## config.mk

```make
export PLATFORM = sky130hd
export DESIGN_NAME = mem_access_unit
export DESIGN_NICKNAME = d
export VERILOG_FILES = /design/src/rtl/mem_access_unit.sv
export SDC_FILE = /design/constraint.sdc
export NUM_CORES = 1
export LEC_CHECK = 0
export ABC_AREA = 1
export CAP_MARGIN = 20
export CORE_AREA = 2 2 130 157
export CTS_CLUSTER_DIAMETER = 30
export DETAILED_ROUTE_END_ITERATION = 10
export DIE_AREA = 0 0 132 159
export PLACE_DENSITY = 0.83
export SLEW_MARGIN = 25
export SYNTH_ARGS = -nofsm -noshare
export SYNTH_HDL_FRONTEND = slang
export SYNTH_SLANG_ARGS = --single-unit
```

## constraint.sdc

```tcl
create_clock -name clk -period 5.38 [get_ports clk]
set_input_delay 1.076 -clock clk [delete_from_list [all_inputs] [get_ports clk]]
set_output_delay 1.076 -clock clk [all_outputs]
set_load 0.02 [all_outputs]
```

## src/rtl/mem_access_unit.sv

```systemverilog
// mem_access_unit
//
// Converts byte/half/word load and store requests at any byte alignment into
// word-aligned memory accesses. An access that crosses a word boundary is
// split into two consecutive word accesses (ACC0 then ACC1). Load data is
// reassembled, shifted down and sign- or zero-extended before it is returned.
//
// Ports
//   clk, rst_n        single rising-edge clock, asynchronous active-low reset
//   req_*             request channel (valid/ready); size 3 is illegal
//   resp_*            response channel (valid/ready); rdata is 0 for stores
//   mem_addr          word-aligned memory address
//   mem_wr_en         write strobe, only asserted during ACC0/ACC1 of a store
//   mem_byte_en       per-lane enables, bit i = byte lane i
//   mem_wr_data       lane-positioned store data
//   mem_rd_data       read word, valid one cycle after mem_addr is presented
module mem_access_unit #(
  parameter int ADDR_W = 32
) (
  input  logic              clk,
  input  logic              rst_n,
  input  logic              req_valid,
  output logic              req_ready,
  input  logic              req_store,
  input  logic [1:0]        req_size,
  input  logic              req_signed,
  input  logic [ADDR_W-1:0] req_addr,
  input  logic [31:0]       req_wdata,
  output logic              resp_valid,
  input  logic              resp_ready,
  output logic [31:0]       resp_rdata,
  output logic              resp_err,
  output logic [ADDR_W-1:0] mem_addr,
  output logic              mem_wr_en,
  output logic [3:0]        mem_byte_en,
  output logic [31:0]       mem_wr_data,
  input  logic [31:0]       mem_rd_data
);

  typedef enum logic [2:0] {
    IDLE,
    ACC0,
    ACC1,
    CAP,
    RESP
  } state_t;

  state_t            state;
  logic              store_q;
  logic [1:0]        size_q;
  logic              signed_q;
  logic [ADDR_W-1:0] addr_q;
  logic [31:0]       wdata_q;
  logic [31:0]       word0_q;

  logic [3:0]        lo_byte_en;
  logic [31:0]       lo_wr_data;
  logic [3:0]        hi_byte_en;
  logic [31:0]       hi_wr_data;
  logic              split;
  logic [31:0]       cap_result;

  function automatic logic [3:0] num_bytes(input logic [1:0] size);
    case (size)
      2'd0:    return 4'd1;
      2'd1:    return 4'd2;
      default: return 4'd4;
    endcase
  endfunction

  // 8-bit lane mask spanning both words of a potentially split access.
  function automatic logic [7:0] lane_mask(input logic [1:0] size, input logic [1:0] off);
    logic [7:0] base;
    case (size)
      2'd0:    base = 8'h01;
      2'd1:    base = 8'h03;
      default: base = 8'h0F;
    endcase
    return base << off;
  endfunction

  function automatic logic is_split(input logic [1:0] size, input logic [1:0] off);
    return ({2'b00, off} + num_bytes(size)) > 4'd4;
  endfunction

  function automatic logic [63:0] write_image(input logic [31:0] wdata, input logic [1:0] off);
    return {32'h0, wdata} << {off, 3'b000};
  endfunction

  // {word1, word0} shifted down by the byte offset, then truncated and extended.
  function automatic logic [31:0] load_result(input logic [31:0] w1, input logic [31:0] w0,
                                              input logic [1:0] off, input logic [1:0] size,
                                              input logic sgn);
    logic [31:0] sh;
    sh = 32'({w1, w0} >> {off, 3'b000});
    case (size)
      2'd0:    return {{24{sgn & sh[7]}}, sh[7:0]};
      2'd1:    return {{16{sgn & sh[15]}}, sh[15:0]};
      default: return sh;
    endcase
  endfunction

  // The first access is launched on the accept edge, so its lane enables and
  // data come straight from the request inputs; the second access uses the
  // latched request.
  always_comb begin
    lo_byte_en = 4'(lane_mask(req_size, req_addr[1:0]));
    lo_wr_data = req_wdata << {req_addr[1:0], 3'b000};
    hi_byte_en = 4'(lane_mask(size_q, addr_q[1:0]) >> 4);
    hi_wr_data = 32'(write_image(wdata_q, addr_q[1:0]) >> 32);
    split      = is_split(size_q, addr_q[1:0]);
    // In CAP the read word belongs to the second access of a split load,
    // or is the only word of an unsplit one (upper word then counts as 0).
    if (split)
      cap_result = load_result(mem_rd_data, word0_q, addr_q[1:0], size_q, signed_q);
    else
      cap_result = load_result(32'h0, mem_rd_data, addr_q[1:0], size_q, signed_q);
  end

  // Control FSM; every output is a register updated on the state transition.
  always_ff @(posedge clk or negedge rst_n) begin
    if (!rst_n) begin
      state       <= IDLE;
      req_ready   <= 1'b1;
      resp_valid  <= 1'b0;
      resp_rdata  <= 32'h0;
      resp_err    <= 1'b0;
      mem_addr    <= '0;
      mem_wr_en   <= 1'b0;
      mem_byte_en <= 4'h0;
      mem_wr_data <= 32'h0;
      store_q     <= 1'b0;
      size_q      <= 2'd0;
      signed_q    <= 1'b0;
      addr_q      <= '0;
      wdata_q     <= 32'h0;
      word0_q     <= 32'h0;
    end else begin
      case (state)
        IDLE: begin
          if (req_valid && req_ready) begin
            store_q   <= req_store;
            size_q    <= req_size;
            signed_q  <= req_signed;
            addr_q    <= req_addr;
            wdata_q   <= req_wdata;
            req_ready <= 1'b0;
            if (req_size == 2'd3) begin
              state      <= RESP;
              resp_valid <= 1'b1;
              resp_err   <= 1'b1;
              resp_rdata <= 32'h0;
            end else begin
              state       <= ACC0;
              mem_addr    <= {req_addr[ADDR_W-1:2], 2'b00};
              mem_wr_en   <= req_store;
              mem_byte_en <= lo_byte_en;
              mem_wr_data <= lo_wr_data;
            end
          end
        end

        ACC0: begin
          if (split) begin
            state       <= ACC1;
            mem_addr    <= mem_addr + ADDR_W'(4);
            mem_wr_en   <= store_q;
            mem_byte_en <= hi_byte_en;
            mem_wr_data <= hi_wr_data;
          end else begin
            mem_wr_en   <= 1'b0;
            mem_byte_en <= 4'h0;
            if (store_q) begin
              state      <= RESP;
              resp_valid <= 1'b1;
              resp_err   <= 1'b0;
              resp_rdata <= 32'h0;
            end else begin
              state <= CAP;
            end
          end
        end

        ACC1: begin
          mem_wr_en   <= 1'b0;
          mem_byte_en <= 4'h0;
          if (store_q) begin
            state      <= RESP;
            resp_valid <= 1'b1;
            resp_err   <= 1'b0;
            resp_rdata <= 32'h0;
          end else begin
            word0_q <= mem_rd_data;
            state   <= CAP;
          end
        end

        CAP: begin
          state      <= RESP;
          resp_valid <= 1'b1;
          resp_err   <= 1'b0;
          resp_rdata <= cap_result;
        end

        RESP: begin
          if (resp_ready) begin
            state      <= IDLE;
            resp_valid <= 1'b0;
            resp_err   <= 1'b0;
            resp_rdata <= 32'h0;
            req_ready  <= 1'b1;
          end
        end

        default: begin
          state       <= IDLE;
          req_ready   <= 1'b1;
          resp_valid  <= 1'b0;
          mem_wr_en   <= 1'b0;
          mem_byte_en <= 4'h0;
        end
      endcase
    end
  end

endmodule

```

==> results of run 1 <==
==> power groups by stage <==
stage                     Clock [mW]  Combinational (mW)  Sequential [mW]
after floorplan                    0                2.90             2.61
after CTS                       1.29                4.73             2.38
after global placement             0                4.64             2.39
after global routing            1.34                5.30             2.47
after detailed placement           0                4.71             2.39
final                           1.28                4.79             2.40
==> registers in the layout (all words and copies together), names as in the netlist, 2 cells and up <==
name,count
mem_wr_data,32
addr_q,2
resp_rdata,32
size_q,2
wdata_q,24
mem_addr,30
mem_byte_en,4
state,3
word0_q,32
==> cell type report <==
class                      instances  area (um2)  share of cell area
clock inverter                    15         183              0.0138
clock buffer                      17         425              0.0322
timing repair buffer             215        2130               0.161
tap                              261         327              0.0247
inverter                         100         378              0.0286
multi-input combinational       1221        5580               0.422
sequential                       167        4190               0.317
==> synthesized netlist by cell type, drive strengths merged <==
master and n:
conb 1, mux2i 8, ha 3, nand2 655
nor3 2, o211ai 28, clkinv 3, a21boi 1
nand4 5, a31oi 1, or2 22, buf 52
dfrtp 166, xnor2 2, nand3b 12, nor2 85
dfstp 1, o22ai 10, mux2 12, inv 97
o21ai 198, a21oi 29, xor2 4, nand3 141
fa 1, clkbuf 40
==> worst paths after layout <==
kind / from / to / slack (ns) / cells after the start
max in group asynchronous: rst_n / wdata_q[16]$_DFFE_PN0P_ / 3.60 / 2
min: resp_rdata[0]$_DFFE_PN0P_ / resp_rdata[0]$_DFFE_PN0P_ / 0.48 / 2
max reg2reg: size_q[1]$_DFFE_PN0P_ / resp_rdata[16]$_DFFE_PN0P_ / 1.03 / 12
min in group asynchronous: rst_n / mem_addr[22]$_DFFE_PN0P_ / 0.65 / 1
min reg2reg: resp_rdata[0]$_DFFE_PN0P_ / resp_rdata[0]$_DFFE_PN0P_ / 0.48 / 2
max: size_q[1]$_DFFE_PN0P_ / resp_rdata[16]$_DFFE_PN0P_ / 1.03 / 12
==> per-layer routing <==
metal | wire [um] | share of wire | global-route usage | vias up
li1 | - | - | - | 5383
met1 | 14300 | 0.42 | 0.448 | 5130
met2 | 15700 | 0.47 | 0.515 | 548
met3 | 2680 | 0.079 | 0.0446 | 65
met4 | 1050 | 0.031 | 0.111 | 0
met5 | 0 | 0 | 0 | -
==> metrics by stage <==
step | instances | power, mW | hold WS (ns) | area (um2) | utilization
finish | 1996 | 8.46 | 0.478 | 13200 | 0.680
global route | 1996 | 9.10 | 0.498 | 13200 | 0.680
CTS | 1996 | 8.40 | 0.480 | 13200 | 0.680
detailed placement | 1964 | 7.10 | 0.464 | 12600 | 0.649
global placement | 1964 | 7.03 | 0.458 | 12600 | 0.648
floorplan | 1580 | 5.51 | 0.448 | 10600 | -
==> worst min-delay path, stage by stage, from the launching register on <==
cell and delay, ns:
dfrtp_1 0.34, nand2_1 0.06, nand2_1 0.05
==> cells by family after synthesis <==
group           after synthesis  synth area share
flops                       167             0.396
fa+ha+maj                     4           0.00545
other cells                   1          0.000355
compound gates              267             0.135
simple gates                922             0.361
xor+xnor                      6           0.00497
buf+inv                     192            0.0776
mux                          20            0.0204
==> results list, run 1 <==
* Kind of path behind the tightest hold check: reg2reg
- For this block, the routed nets add up to 33800 um of wire.
- Relative contribution of combinational cells to total power: 0.566
- Shortest period the worst path allows: around 4.3 ns
* Number of cells produced by synthesis: approximately 1600
- Register area share after synthesis: 0.396
- Clock root buffer: clkbuf_16
* Post-CTS setup repair buffer count: 0
* Power Dens Cells: about 640 mW/mm2
- Source-to-sink clock delay at the later pin of the worst-skew pair: about 0.44 ns
* Number of nets in the layout: between 1500 and 2000
* Count of routing violations after the opening detailed-route iteration: between 1000 and 1500
* Critical path peak fanout: 33
* Layout cells sized above 1: 0.0530
- Biggest area consumer among synthesized cells: dfrtp_1
* Slew Limit Fails: 0
* Family with the most delay on the worst path: simple AND/OR/NAND/NOR gates
- Before antenna repair, the detailed router went through 8 iterations.
- CTS saw 167 sinks.
- The number of antenna violations at the first check in global routing is 0.
- Critical-path cell with the highest stage delay: dfrtp_1
- Number of max-cap violations: 0
* Required time reported for the critical path endpoint: between 5 and 6 ns
* Die X: approximately 130 um
- Pin count of the biggest net entering global routing: 70
- Area added between synthesis and finish: 25.0%
* Quantity of gates resized following cts: 0
- Inserted Diodes: 0
- The first global-routing pass estimated ~54000 um of wire.
* Number of synthesized register bits: 167
- Setup violations remaining at the end of the flow were counted as 0.
* Arrival time reported for the critical path endpoint: about 4.7 ns
* Slowest Stage Delay on Critical Path: 0.66 ns
* Worst Tran Pin Value: 1.02 ns
- In the final routed layout, each cell accounts on average for between 15 and 20 um.
- CTS tree: yes
- Initial Utilization: 0.544
- The library cell used most frequently in the layout, excluding fill and tap cells, is nand2_1.
* Total global routing overflow: 0
- The clock passes through at most 2 buffers.
- Number of nets still failing antenna checks after routing: 0
- The number of hold buffers added after CTS was 0.
* Combined buffer and inverter count along the critical path: 2
- All-layer global routing usage: 0.321
* Sort of element at the start of the critical path: flop
* Cell with the most instances on the worst path: nand2_1
- The analysis attributes to cell leakage a power of between 6 and 7 nW.
- The synthesized netlist occupies a cell area of between 0.01 and 0.015 mm2.
- Mean instance size in the synthesized netlist: ~6.7 um2
- The detailed router placed 11100 vias in this run.
* Rows: 56
* Critical path class: reg2reg
* Switching part of the total power: 0.496
* Setup TNS: 0 ns
* Die height: between 150 and 200 um
- Setup slack after layout: between 1 and 1.5 ns
* Fill cells: roughly 1700
* Worst setup slack before clock tree synthesis: ~1.1 ns
- Ranked by total cell area, the synthesized netlist is headed by dfrtp_1 (39%), nand2_1 (23%), o21ai_0 (9.4%), nand3_1 (6.3%), inv_1 (3.3%).
- The critical path goes through inv_2 -> nand2_1 -> clkinv_1 -> ha_1 -> fa_1 -> or2_2 -> nand2_1 -> nand2_1 -> a21boi_1 -> nand3_2 -> nand2_1 -> nand2_1.
* Number of I/O pins: around 210
- Number of warning messages in the yosys log: 0
- Clock-pin slew was measured on the worst setup and hold paths at approximately 0.070 ns.
- Number of remaining DRC errors: 0
* Setup repair after global routing missed its margin: false
- Sequential share of power: 0.283
* Worst slew margin relative to its limit: 0.316
- Counting the buffers created by CTS gives 17.
- Die area: about 0.021 mm2
- Pint: around 4.3 mW
* Final weighted congestion of routability-driven global placement: 0.975
- The final hold violation count was 0.
- The clock tree synthesis step divided the H-tree into 4 levels.
- In this run, distinct cell masters in the synthesized netlist total 35.
* Synth top area share: 0.393
- The worst setup path is captured at a flop.
* Count of buffers from port buffering: ~210
- Core area: 0.0194 mm2
- The via count of the first global-routing pass was just over 10000.
* Vias per inst: about 5.6
* Highest ir drop seen on vdd: about 330 uV
* Final period utilization: 0.808
* Maximum clock skew at final layout: ~0.014 ns
- Detailed placement ended at an HPWL of approximately 24000 um.
- Commonest cells after routing, fill and taps aside: nand2_1 (655), clkdlybuf4s50_1 (204), o21ai_0 (198)
* Clock Power Share: 0.151
- Highest attainable clock frequency: 230 MHz
- Status: finished clean
- The analysis attributes to net switching a power of between 4 and 5 mW.
Power figures use the tool's default switching activity.
==> run 2: changes to the inputs <==
- CORE_AREA: 2 2 130 157 -> 2 2 132 160
- DIE_AREA: 0 0 132 159 -> 0 0 134 162
- PLACE_DENSITY: 0.83 -> 0.81
- clock period: 5.38 -> 4 ns (I/O delays scaled with it)
==> results list, run 2 (synthesis gave the netlist of run 1 again) <==
* Flop-to-flop setup slack: 0.46 ns (-0.57 ns)
- Critical-path cell with the highest stage delay: clkinv_2
- Count of buffers from port buffering: 205 (unchanged)
* Number of nets in the layout: 1840 (+0.55%)
* Count of routing violations after the opening detailed-route iteration: 1012 (-21%)
* Routed WL per cell: 16.4 um (-2.9%)
- Number of buffers between clock root and the deepest sink: 2 (unchanged)
* Routed wire length: 33000 um (-2.2%)
- Critical path peak fanout: 63 (+91%)
- Number of antenna violations at the first check in global routing: 0 (unchanged)
- Area post-placement: 0.0127 mm2 (+0.70%)
* Count of TritonRoute iterations in the first routing pass: 6 (-2)
* Power Dens Cells: 849 mW/mm2 (+32%)
- Area added between synthesis and finish: 25.4%
- The global-route usage over all layers came to 0.306 (-0.0148).
- Clock root buffer: clkbuf_16
- Arrival time reported for the critical path endpoint: 3.82 ns (-0.84 ns)
- CTS tree: yes
- The setup skew after layout was 0.0125 ns (-0.00160 ns).
- Count of non-filler cells in the finished layout: 2010 (+0.70%)
- The number of antenna cells inserted came to 0 (unchanged).
- Core area: 0.0200 mm2 (+3.3%)
- The longest individual stage delay on the worst path was 0.70 ns (+0.04 ns).
* Family with the most delay on the worst path: buffers and inverters
- Sequential share of power: 0.277 (-0.006)
- Combined buffer and inverter count along the critical path: 4 (+2)
- Slew Limit Fails: 0 (unchanged)
- The critical path is of the reg2reg type.
- Total global routing overflow: 0 (unchanged)
* Final weighted congestion of routability-driven global placement: 1.00 (+2.7%)
- Die area: 0.0217 mm2 (+3.4%)
- The setup TNS was 0 ns (unchanged).
- Number of remaining DRC errors: 0 (unchanged)
- The post-route standard cell area excluding fillers is 0.0133 mm2 (+0.36%).
- Total design power: 11.2 mW (+33%)
* Most common library cell in the layout ignoring fill and taps: nand2_1
- The number of instances resized during post-cts repair is 0 (unchanged).
- The final hold violation count came to 0 (unchanged).
- Total placed cells including tap cells: 1978 (+0.71%)
- Sort of element at the start of the critical path: flop
- Worst Tran Pin Value: 1.01 ns (-0.0104 ns)
* Worst setup slack before clock tree synthesis: 0.728 ns (-0.390 ns)
- In this run the worst hold path is classified as in2async.
* Global-route wire length before repair: 53000 um (-2.2%)
- Number of max-cap violations: 0 (unchanged)
- The largest registers in the layout are mem_wr_data (32), resp_rdata (32), word0_q (32).
* Highest ir drop seen on vdd: 681 uV (+100%)
- The via density per instance is 5.51 (-1.2%).
- Highest attainable clock frequency: 283 MHz (+23%)
- The number of I/O pins was 208 (unchanged).
- Die height: 162 um (+1.9%)
- Traced cell by cell, the critical path runs through inv_2 -> nand2_1 -> buf_4 -> clkinv_1 -> ha_1 -> fa_1 -> or2_2 -> nand2_1 -> nand3_1 -> nand3_2 -> clkinv_2 -> nand3_1 -> o21ai_0.
* Leakage power figure: 6.31 nW (+0.55%)
- The required time reported for the critical path endpoint is 4.28 ns (-1.42 ns).
* Sw Pwr: 5.53 mW (+32%)
* Post-detail-place hpwl: 23600 um (-1.9%)
* Setup repair after global routing missed its margin: false
- Shortest period the worst path allows: 3.54 ns (-0.807 ns)
- Layout cells sized above 1: 0.0567 (+0.00371)
- The worst-case hold slack is 0.431 ns (-0.0468 ns).
- The share of the cycle needed by the critical path after routing was 0.884 (+0.0768).
* Total number of H-tree levels: 4 (unchanged)
- STA classifies the critical path endpoint as a flop.
* Rows: 57 (+1.8%)
- Switching part of the total power: 0.492 (-0.00471)
- The effective utilization at floorplan was 0.527 (-0.0172).
- Commonest cells after routing, fill and taps aside: nand2_1 (655), clkdlybuf4s50_1 (204), o21ai_0 (198)
- The remaining antenna violation count came to 0 (unchanged).
- Pint: 5.72 mW (+34%)
- Clock slew at the register clock pins of the worst setup and hold paths: 0.07 ns (about the same)
- The maximum number of pins on one net before global-route repair was 116 (+66%).
- Source-to-sink clock delay at the later pin of the worst-skew pair: 0.44 ns (about the same)
- The via count of the first global-routing pass came to 10200 (+0.13%).
- The count of endpoints failing setup in the final report is 0 (unchanged).
- Hold_buf cts: 0 (unchanged)
- The TritonCTS buffer count is 17 (unchanged).
- The final core utilization came to 0.661 (-0.0191).
- Status: finished clean
- Vias post-DR: 11100 (-0.52%)
- The clock group share of total power is 0.143 (-0.008).
* Setup slack after layout: 0.462 ns (-0.573 ns)
* Relative contribution of combinational cells to total power: 0.580 (+0.014)
- Clock Sinks: 167 (unchanged)
- The relative max-transition margin was 0.323 (+0.00697).
- Die X: 134 um (+1.5%)
- The post-CTS repair timing setup buffer count was 0 (unchanged).
## run 2: worst paths after layout
path,startpoint,end,cells past startpoint
worst min-delay path,rst_n,resp_rdata[6]$_DFFE_PN0P_,1
worst max register to register,size_q[1]$_DFFE_PN0P_,mem_addr[15]$_DFFE_PN0P_,13
min in group clk,resp_rdata[1]$_DFFE_PN0P_,resp_rdata[1]$_DFFE_PN0P_,2
worst max-delay path,size_q[1]$_DFFE_PN0P_,mem_addr[15]$_DFFE_PN0P_,13
max in group asynchronous,rst_n,mem_wr_data[21]$_DFFE_PN0P_,2
worst min register to register,resp_rdata[1]$_DFFE_PN0P_,resp_rdata[1]$_DFFE_PN0P_,2
## run 2: cell type report
type                            count  area [um2]
Fill cell                        1783        6790
Timing Repair Buffer              225        2220
Clock inverter                     14         139
Sequential cell                   167        4190
Clock buffer                       18         429
Tap cell                          265         332
Inverter                          100         377
Multi-Input combinational cell   1221        5570
## run 2: power by group through the flow
stage | Combinational [mW] | Clock, mW | Sequential (mW)
floorplan | 3.90 | 0 | 3.51
global placement | 6.32 | 0 | 3.11
detailed placement | 6.43 | 0 | 3.12
CTS | 6.47 | 1.63 | 3.10
global route | 7.28 | 1.70 | 3.21
finish | 6.52 | 1.61 | 3.12
## run 2: routing by layer
metal  GRT usage  part of all wire
met1       0.424              0.42
met2       0.477              0.46
met3      0.0478             0.082
met4       0.134             0.037
met5           0                 0
==> run 3: changes to the inputs <==
- ABC_AREA: 1 -> not set
- CORE_AREA: 2 2 132 160 -> 2 2 131 158
- DIE_AREA: 0 0 134 162 -> 0 0 133 160
==> results list, run 3 <==
- Combinational family with the most area after synthesis: multiplexers
- Area added between synthesis and finish: 26.5%
- On the critical path the largest part of the delay comes from simple AND/OR/NAND/NOR gates.
- The post-synthesis share of cell area spent on xor and xnor gates is 0.00328 (-0.00169).
* Number of failing setup endpoints in the final timing report: 0 (unchanged)
- The number of instances resized during post-cts repair came to 0 (unchanged).
- Number of cells produced by synthesis: 982 (-38%)
- The worst-case hold slack was 0.390 ns (-0.0404 ns).
- Number of nets in the layout: 1246 (-32%)
- Top cell types by occurrence after synthesis: dfrtp_1 (166), o21ai_0 (103), nand2_1 (93), mux2_2 (81), mux2i_1 (54)
- Detailed route wirelength on metal2: 13900 um (-8.6%)
- The share of Yosys cell area claimed by the top area cell type was 0.403 (+0.0101).
- Routed met1 length: 12000 um (-14%)
- Element type at the critical path end: flop
- Critical path peak fanout: 45 (-29%)
- Register area share after synthesis: 0.406 (+0.0101)
- The number of pins with negative max-slew slack in the final report is 0 (unchanged).
* Post-CTS setup repair buffer count: 0 (unchanged)
- The number of I/O pins came to 208 (unchanged).
- Setup TNS: 0 ns (unchanged)
* Fill cells: 1501 (-16%)
* CTS tree: yes
- Initial Utilization: 0.518 (-0.00949)
- Hold_buf cts: 0 (unchanged)
* Number of nets still failing antenna checks after routing: 0 (unchanged)
* Path depth of the worst reg2reg path: 10 (-3)
- Setup repair after global routing left no endpoint under its margin.
- Walking the worst path, the cells encountered are nor2_1 -> ha_1 -> fa_1 -> or2_2 -> a22o_1 -> a22oi_2 -> buf_4 -> or2_1 -> buf_4 -> o21ai_0.
- The share of synthesized cell area in full adder, half adder and majority cells is 0.00559 (+0.000140).
- Count of endpoints failing hold in the final timing report: 0 (unchanged)
* Mean instance size in the synthesized netlist: 10.5 um2 (+57%)
* Clock slew at the register clock pins of the worst setup and hold paths: 0.07 ns (about the same)
* Sequential share of power: 0.292 (+0.015)
* Vias post-DR: 8997 (-19%)
* Leading post-synthesis cells by cell area: dfrtp_1 (40%), mux2_2 (8.9%), mux4_2 (6.6%), mux2i_1 (5.2%), o21ai_0 (5.0%)
- The share of the cycle needed by the critical path after routing is 0.851 (-0.0330).
- All-layer global routing usage: 0.274 (-0.0325)
- The tightest min-delay check is of the in2async type.
* Highest ir drop seen on vdd: 451 uV (-34%)
- The required time reported for the critical path endpoint was 4.30 ns (+0.02 ns).
- The clock group share of total power was 0.148 (+0.005).
* Multiplexer fraction of the synthesized cell area: 0.223 (+0.202)
* Area taken by multi-input logic gates: 0.00562 mm2 (+0.85%)
* Arrival time reported for the critical path endpoint: 3.71 ns (-0.11 ns)
- The total of warnings raised by yosys is 0 (unchanged).
- The overall routed net length came to 29400 um (-11%).
* Highest attainable clock frequency: 294 MHz (+3.9%)
- Among the stages of the critical path, the cell type that occurs most often is buf_4.
- The met3 layer wire length in the routed design came to 2320 um (-14%).
- The wire length per cell after detailed routing came to 20.7 um (+26%).
* Switching part of the total power: 0.433 (-0.0589)
- Fraction of synthesis flops using an asynchronous set or reset pin: 1.00 (unchanged)
- Shortest period the worst path allows: 3.41 ns (-0.132 ns)
- Sw Pwr: 4.96 mW (-10%)
- Number of buffers between clock root and the deepest sink: 2 (unchanged)
- The number of sinks handled by clock tree synthesis is 167 (unchanged).
- The fraction of final layout cells sized beyond drive strength 1 is 0.178 (+0.121).
- The count of buffers from port buffering was 205 (unchanged).
- The area of the mapped netlist came to 0.0103 mm2 (-2.5%).
- Power Dens Cells: 879 mW/mm2 (+3.6%)
- In the layout the commonest cells are clkdlybuf4s50_1 (204), dfrtp_1 (164), o21ai_0 (103).
- Among all cell types in the netlist, the one instantiated most often is dfrtp_1.
- The number of antenna violations at the first check in global routing came to 1 (+1).
- The longest individual stage delay on the worst path was 0.50 ns (-0.20 ns).
- Worst slew margin relative to its limit: 0.371 (+0.0481)
- The via count of the first global-routing pass came to 8470 (-17%).
- The area enclosed by the die boundary is 0.0213 mm2 (-2.0%).
- Worst Tran Pin Value: 0.940 ns (-0.0745 ns)
- Total global routing overflow: 0 (unchanged)
- The total number of H-tree levels is 4 (unchanged).
* Number of max-cap violations: 0 (unchanged)
- For this design, the slowest cell found on the critical path is dfrtp_1.
* Primary flip-flop cell chosen by synthesis mapping: dfrtp_1
- The count of standard-cell rows came to 57 (unchanged).
* Final weighted congestion of routability-driven global placement: 0.902 (-9.9%)
- The static leakage was 5.11 nW (-19%).
- Global-route wire length before repair: 46300 um (-13%)
* Clock root buffer: clkbuf_16
* Pin count of the biggest net entering global routing: 74 (-36%)
- Worst setup slack before clock tree synthesis: 0.607 ns (-0.121 ns)
- Status: finished clean
- The setup slack of the critical path after layout was 0.594 ns (+0.132 ns).
- Area share of and/or/nand/nor cells after synthesis: 0.115 (-0.245)
* Count of flip-flops with a built-in enable after synthesis: 0 (unchanged)
- Source-to-sink clock delay at the later pin of the worst-skew pair: 0.43 ns (about the same)
- The setup skew after layout was 0.0114 ns (-0.00111 ns).
* Core area: 0.0199 mm2 (-0.71%)
- Number of synthesized register bits: 167 (unchanged)
* Most common library cell in the layout ignoring fill and taps: clkdlybuf4s50_1
- Biggest regs: mem_wr_data (32), resp_rdata (32), word0_q (32)
* Die height: 160 um (-1.2%)
- Count of routing violations after the opening detailed-route iteration: 960 (-5.1%)
- Biggest area consumer among synthesized cells: dfrtp_1
* Relative contribution of combinational cells to total power: 0.560 (-0.020)
- Highest metal used: met4
- Sort of element at the start of the critical path: flop
- The x dimension of the die was 133 um (-0.75%).
- The TritonCTS buffer count was 17 (unchanged).
- Critical path depth: 10 (-3)
* Synth unique cells: 70 (+100%)
- Sequential standard cell area: 0.00419 mm2 (about the same)
* Vias per inst: 6.35 (+15%)
- The internal power contribution was 6.50 mW (+14%).
* Post-detail-place hpwl: 20200 um (-14%)
- The remaining routing DRC violations came to 0 (unchanged).
- Combined buffer and inverter count along the critical path: 2 (-2)
* Synthesized-area fraction occupied by ao, oa, aoi and oai cells: 0.194 (+0.0590)
* Critical path class: reg2reg
- Count of TritonRoute iterations in the first routing pass: 6 (unchanged)
[run 3: layer usage]
metal | vias to the layer above | global-route usage
met2 | 484 | 0.419
li1 | 4064 | -
met1 | 4374 | 0.380
met4 | 0 | 0.128
met3 | 75 | 0.0495
met5 | - | 0
[run 3: cells by family after synthesis]
family	count (synthesis)
AOI/OAI and AO/OA	298
buffers and inverters	99
DFF	167
and+or+nand+nor	236
other	1
muxes	174
xor gates and xnor gates	3
adders and majority gates	4
[run 3: final timing paths]
check | start | end | slack [ns]
worst max-delay path | size_q[0]$_DFFE_PN0P_ | mem_addr[3]$_DFFE_PN0P_ | 0.59
worst min-delay path | rst_n | mem_addr[26]$_DFFE_PN0P_ | 0.39
worst max register to register | size_q[0]$_DFFE_PN0P_ | mem_addr[3]$_DFFE_PN0P_ | 0.59
worst min register to register | resp_rdata[11]$_DFFE_PN0P_ | resp_rdata[11]$_DFFE_PN0P_ | 0.49
max in group asynchronous | rst_n | mem_wr_data[0]$_DFFE_PN0P_ | 2.72
min in group clk | resp_rdata[11]$_DFFE_PN0P_ | resp_rdata[11]$_DFFE_PN0P_ | 0.49
[run 3: area by class of cell]
type	instances	share of cell area
antenna	1	0.000192
clock buffer	19	0.0340
clock inverter	13	0.0122
inverter	6	0.00173
multi-input combinational	717	0.431
sequential	167	0.321
tap	265	0.0255
timing repair buffer	229	0.174
[run 3: metrics by stage]
step | util | power (mW) | instances | cell area [um2]
floorplan | - | 7.69 | 983 | 10300
global placement | 0.623 | 9.48 | 1383 | 12400
detailed placement | 0.623 | 9.64 | 1383 | 12400
CTS | 0.653 | 11.4 | 1415 | 13000
global route | 0.655 | 12.1 | 1417 | 13000
finish | 0.655 | 11.5 | 1417 | 13000
[run 3: power by group through the flow]
stage                     Combinational [mW]  Sequential, mW  Clock [mW]
after floorplan                         4.15            3.54           0
after global placement                  6.17            3.30           0
after detailed placement                6.29            3.34           0
after CTS                               6.33            3.32        1.71
after global routing                    6.84            3.45        1.78
final                                   6.42            3.34        1.70
